--- src/rtl/shift_counter_n_pkg.sv ---
// Shared definitions for the shift-register counter family: the counting-mode
// encodings used by the counter and its state checker.
package shift_counter_n_pkg;

    localparam logic MODE_RING    = 1'b0;
    localparam logic MODE_JOHNSON = 1'b1;

endpackage : shift_counter_n_pkg

--- src/rtl/shift_counter_n_state_chk.sv ---
// Combinational legality check and home value for a ring / Johnson shift state.
// Reusable by any sequencer built on the same two encodings.
module shift_state_chk
    import shift_counter_n_pkg::*;
#(
    parameter int WIDTH = 4
) (
    input  logic [WIDTH-1:0] q_i,
    input  logic             mode_i,
    output logic             legal_o,
    output logic [WIDTH-1:0] home_o
);

    // At most one bit set (x & (x-1) clears the lowest set bit).
    function automatic logic at_most_one_w(input logic [WIDTH-1:0] x);
        return ((x & (x - {{(WIDTH-1){1'b0}}, 1'b1})) == {WIDTH{1'b0}});
    endfunction

    function automatic logic at_most_one_t(input logic [WIDTH-2:0] x);
        return ((x & (x - {{(WIDTH-2){1'b0}}, 1'b1})) == {(WIDTH-1){1'b0}});
    endfunction

    logic [WIDTH-2:0] edges_s;

    // Adjacent-bit transitions; a thermometer pattern has zero or one of them.
    always_comb begin
        edges_s = q_i[WIDTH-2:0] ^ q_i[WIDTH-1:1];
        if (mode_i == MODE_JOHNSON) begin
            legal_o = at_most_one_t(edges_s);
            home_o  = {WIDTH{1'b0}};
        end else begin
            legal_o = (q_i != {WIDTH{1'b0}}) && at_most_one_w(q_i);
            home_o  = {{(WIDTH-1){1'b0}}, 1'b1};
        end
    end

endmodule : shift_state_chk

--- src/rtl/shift_counter_n.sv ---
// Parametrised ring / Johnson shift counter with direction, enable, parallel
// load, illegal-state detection (optional self-correction) and a wrap pulse.
module shift_counter_n
    import shift_counter_n_pkg::*;
#(
    parameter int WIDTH        = 4,
    parameter bit AUTO_CORRECT = 1'b1
) (
    input  logic             clk_i,
    input  logic             ori_i,
    input  logic             en_i,
    input  logic             dir_i,
    input  logic             mode_i,
    input  logic             load_i,
    input  logic [WIDTH-1:0] d_i,
    output logic [WIDTH-1:0] q_o,
    output logic             wrap_o,
    output logic             err_o
);

    logic [WIDTH-1:0] q_q, q_d;
    logic             wrap_q, wrap_d;
    logic             err_q, err_d;

    logic             legal_s;
    logic [WIDTH-1:0] home_s;
    logic             twist_s;
    logic [WIDTH-1:0] shifted_s;

    shift_state_chk #(.WIDTH(WIDTH)) u_chk (
        .q_i     (q_q),
        .mode_i  (mode_i),
        .legal_o (legal_s),
        .home_o  (home_s)
    );

    // Next state: reset > load > enabled step > hold.
    always_comb begin
        q_d       = q_q;
        wrap_d    = 1'b0;
        err_d     = 1'b0;
        twist_s   = (mode_i == MODE_JOHNSON);
        if (dir_i == 1'b0) begin
            shifted_s = {q_q[WIDTH-2:0], q_q[WIDTH-1] ^ twist_s};
        end else begin
            shifted_s = {q_q[0] ^ twist_s, q_q[WIDTH-1:1]};
        end

        if (ori_i) begin
            q_d = home_s;
        end else if (load_i) begin
            q_d = d_i;
        end else if (en_i) begin
            if (legal_s) begin
                q_d    = shifted_s;
                wrap_d = (shifted_s == home_s);
            end else begin
                err_d = 1'b1;
                // Without correction the illegal pattern keeps circulating.
                q_d   = AUTO_CORRECT ? home_s : shifted_s;
            end
        end else begin
            q_d = q_q;
        end
    end

    // State and flag registers.
    always_ff @(posedge clk_i) begin
        q_q    <= q_d;
        wrap_q <= wrap_d;
        err_q  <= err_d;
    end

    assign q_o    = q_q;
    assign wrap_o = wrap_q;
    assign err_o  = err_q;

endmodule : shift_counter_n

--- config.mk ---
export PLATFORM = sky130hd
export DESIGN_NAME = shift_counter_n
export DESIGN_NICKNAME = d
export VERILOG_FILES = /design/src/rtl/shift_counter_n_pkg.sv /design/src/rtl/shift_counter_n_state_chk.sv /design/src/rtl/shift_counter_n.sv
export SDC_FILE = /design/constraint.sdc
export NUM_CORES = 1
export LEC_CHECK = 0
export CAP_MARGIN = 20
export CORE_AREA = 2 2 39 41
export CTS_CLUSTER_SIZE = 10
export DETAILED_ROUTE_END_ITERATION = 10
export DIE_AREA = 0 0 41 43
export DONT_BUFFER_PORTS = 1
export GPL_TIMING_DRIVEN = 0
export HOLD_SLACK_MARGIN = 0.08
export PLACE_DENSITY_LB_ADDON = 0.3
export SETUP_SLACK_MARGIN = 0.5
export SLEW_MARGIN = 20
export SYNTH_ARGS = -nofsm -noshare
export SYNTH_HDL_FRONTEND = slang
export SYNTH_SLANG_ARGS = --single-unit
--- constraint.sdc ---
create_clock -name clk_i -period 1.8 [get_ports clk_i]
set_input_delay 0.36 -clock clk_i [delete_from_list [all_inputs] [get_ports clk_i]]
set_output_delay 0.36 -clock clk_i [all_outputs]
set_load 0.03 [all_outputs]
==> results.sh <==
export IMPL_crit_arrival_ns=1.98
export IMPL_fmax_mhz=501
export IMPL_path_cells="inv_2 > ha_2 > mux2_4 > a211oi_4 > o31a_1 > o21ai_1"
export IMPL_cpPeakStageDelay_ns=0.60
export IMPL_root_buffer="clkbuf_4"
export IMPL_diodes=0
export IMPL_dp_cells=68
export IMPL_drt_pass1_iter_count=4
export IMPL_cpMaxStageDelayCell="edfxtp_1"
export IMPL_clock_path_buffers=2
export IMPL_fin_setup_tns_ns=-0.928
export IMPL_drv_slew=0
export IMPL_fin_nets=72
export IMPL_skew_ns=0.00474
export IMPL_fin_hold_ws_ns=0.275
export IMPL_vias=381
export IMPL_overflow=0
export IMPL_period_share_pct=111
export IMPL_synthesis_nets=67
export IMPL_areaGrowthSynthToFinish_pct=11.3
export IMPL_cp_num_buf_inv=1
export IMPL_grt_usage_pct=12.7
export IMPL_synth_cells=52
export IMPL_finalSetupViolCount=6
export IMPL_gp_congestion=0.703
export IMPL_ios=16
export IMPL_pre_cts_slack_ns=-0.227
export IMPL_crit_fanout=7
export IMPL_grt_max_degree=10
export IMPL_tritoncts="yes"
export IMPL_grt_setup_unrepaired="true"
export IMPL_start_util_pct=35.2
export IMPL_drtIter0Drc=4
export IMPL_cts_buffers=3
export IMPL_max_slew_margin_pct=66.3
export IMPL_ys_warn_count=0
export IMPL_hold_class="primary input to flop"
export IMPL_ys_seq_area_share_pct=32.9
export IMPL_wl_per_cell_um=12.9
export IMPL_finalHoldViolations=0
export IMPL_critPathKind="flop to flop"
export IMPL_violations="setup timing"
export IMPL_power_leakage_nw=0.212
export IMPL_run_status="finished, violations left"
export IMPL_ant_nets=0
export IMPL_die_x_um=41
export IMPL_drive_above_1_share_pct=23.6
export IMPL_wl_um=916
export IMPL_grt_pass1_wl_um=1500
export IMPL_die_area_um2=1760
export IMPL_die_h_um=43
export IMPL_rrSetupSlack_ns=-0.20
export IMPL_yosysUniqueCellTypes=27
export IMPL_required_ns=1.78
export IMPL_min_period_ns=2.00
export IMPL_powerDensity_nw_per_um2=858
export IMPL_vias_per_cell=5.37
export IMPL_fp_coreArea_um2=1380
export IMPL_end_kind="flop"
export IMPL_insertion_delay_ns=0.24
export IMPL_netlist_area_um2=487
export IMPL_layout_common_cells="o21ai_1 (4), nand2_1 (4), ha_1 (4), edfxtp_1 (4)"
export IMPL_fin_cells=71
export IMPL_dpl_hpwl_um=774
export IMPL_avgSynthCellArea_um2=9.36
export IMPL_cap_violations=0
export IMPL_rows=14
export IMPL_ys_ff_latch=6
export IMPL_path_clk_slew_ns=0.05
export IMPL_clkSinkCount=6
export IMPL_io_buffers=0
export IMPL_cpLargestDelayFamily="flip-flops"
export IMPL_worst_setup_path_start_kind="flop"
export IMPL_vdd_ir_drop_max_v=0.000440
export IMPL_drc=0
export IMPL_cts_max_level=1
export IMPL_setup_ws_ns=-0.198
export IMPL_grt_pass1_vias=378
export IMPL_worst_pin_slew_ns=0.506
export IMPL_cts_setup_buffers=0
export IMPL_antenna_found_initial=0
## power breakdown
| part | leakage (nW) | switching, mW | internal, mW |
|---|---|---|---|
| logic | 0.137 | 0.0717 | 0.0653 |
| clock network | 0.0138 | 0.0441 | 0.0751 |
| registers | 0.0608 | 0.0459 | 0.163 |
| total | 0.212 | 0.162 | 0.303 |
## synthesized netlist by cell type, drive strengths merged
| library cell | instances | area [µm²] |
|---|---|---|
| clkbuf | 1 | 3.75 |
| and3 | 1 | 6.26 |
| o211ai | 1 | 7.51 |
| a2111oi | 1 | 15.0 |
| nor2 | 3 | 11.3 |
| xnor2 | 2 | 17.5 |
| nand2 | 5 | 18.8 |
| a21bo | 1 | 10.0 |
| mux2 | 1 | 15.0 |
| a211oi | 1 | 12.5 |
| o31a | 1 | 8.76 |
| o21ai | 4 | 20.0 |
| a21oi | 3 | 15.0 |
| inv | 4 | 15.0 |
| o2111ai | 1 | 8.76 |
| nor2b | 2 | 12.5 |
| edfxtp | 4 | 120 |
| maj3 | 1 | 10.0 |
| nand3 | 2 | 10.0 |
| or3 | 2 | 12.5 |
| buf | 1 | 5.00 |
| ha | 5 | 62.6 |
| mux2i | 2 | 20.0 |
| dfxtp | 2 | 40.0 |
| xor2 | 1 | 8.76 |
## cell families (layout without fill, tap and decap cells)
kind of cell	count (synthesis)	in the layout	share of synthesized area (%)
AOI/OAI and AO/OA	13	13	20.0
xor gates and xnor gates	3	3	5.40
buffers and inverters	6	9	4.88
muxes	3	3	7.20
and+or+nand+nor	15	15	14.7
DFF	6	6	32.9
adders and majority gates	6	6	14.9
## layer usage
layer	global-route usage [%]	wire length (µm)	vias up
li1	-	-	194
met1	17.5	451	175
met2	17.5	410	12
met3	6.81	54	0
met4	2.00	0	0
met5	0	0	-
## registers in the layout, summed over array words and instances, names as in the netlist
register and count:
q_o 4, wrap_o 1, err_o 1
## through the flow
stage	cell area, µm²	util (%)	power [mW]
3_5_place_dp	517	37.3	0.346
5_1_grt	542	39.2	0.504
2_1_floorplan	497	-	0.319
3_3_place_gp	517	37.3	0.345
6_report	542	39.2	0.465
4_1_cts	542	39.2	0.475
## final timing paths
kind,start,endpoint,depth (start not counted)
worst min register to register,q_o[3],wrap_o,3
worst max-delay path,q_o[1],q_o[0],6
worst min-delay path,en_i,err_o,1
worst max register to register,q_o[1],q_o[0],6
## repair_timing
action | in CTS | in global routing
resized for setup | 4 | 0
endpoints found under the setup margin | 6 | 7
pin swaps | 0 | 1
hold buffers | 0 | 0
## layout make-up
class                           instances  area, µm²
Fill cell                             143        842
Multi-Input combinational cell         40        315
Sequential cell                         6        160
Clock buffer                            3       22.5
Tap cell                               16       20.0
Inverter                                4       15.0
Buffer                                  2       8.76
No activity file was read; power rests on OpenSTA's default activity.
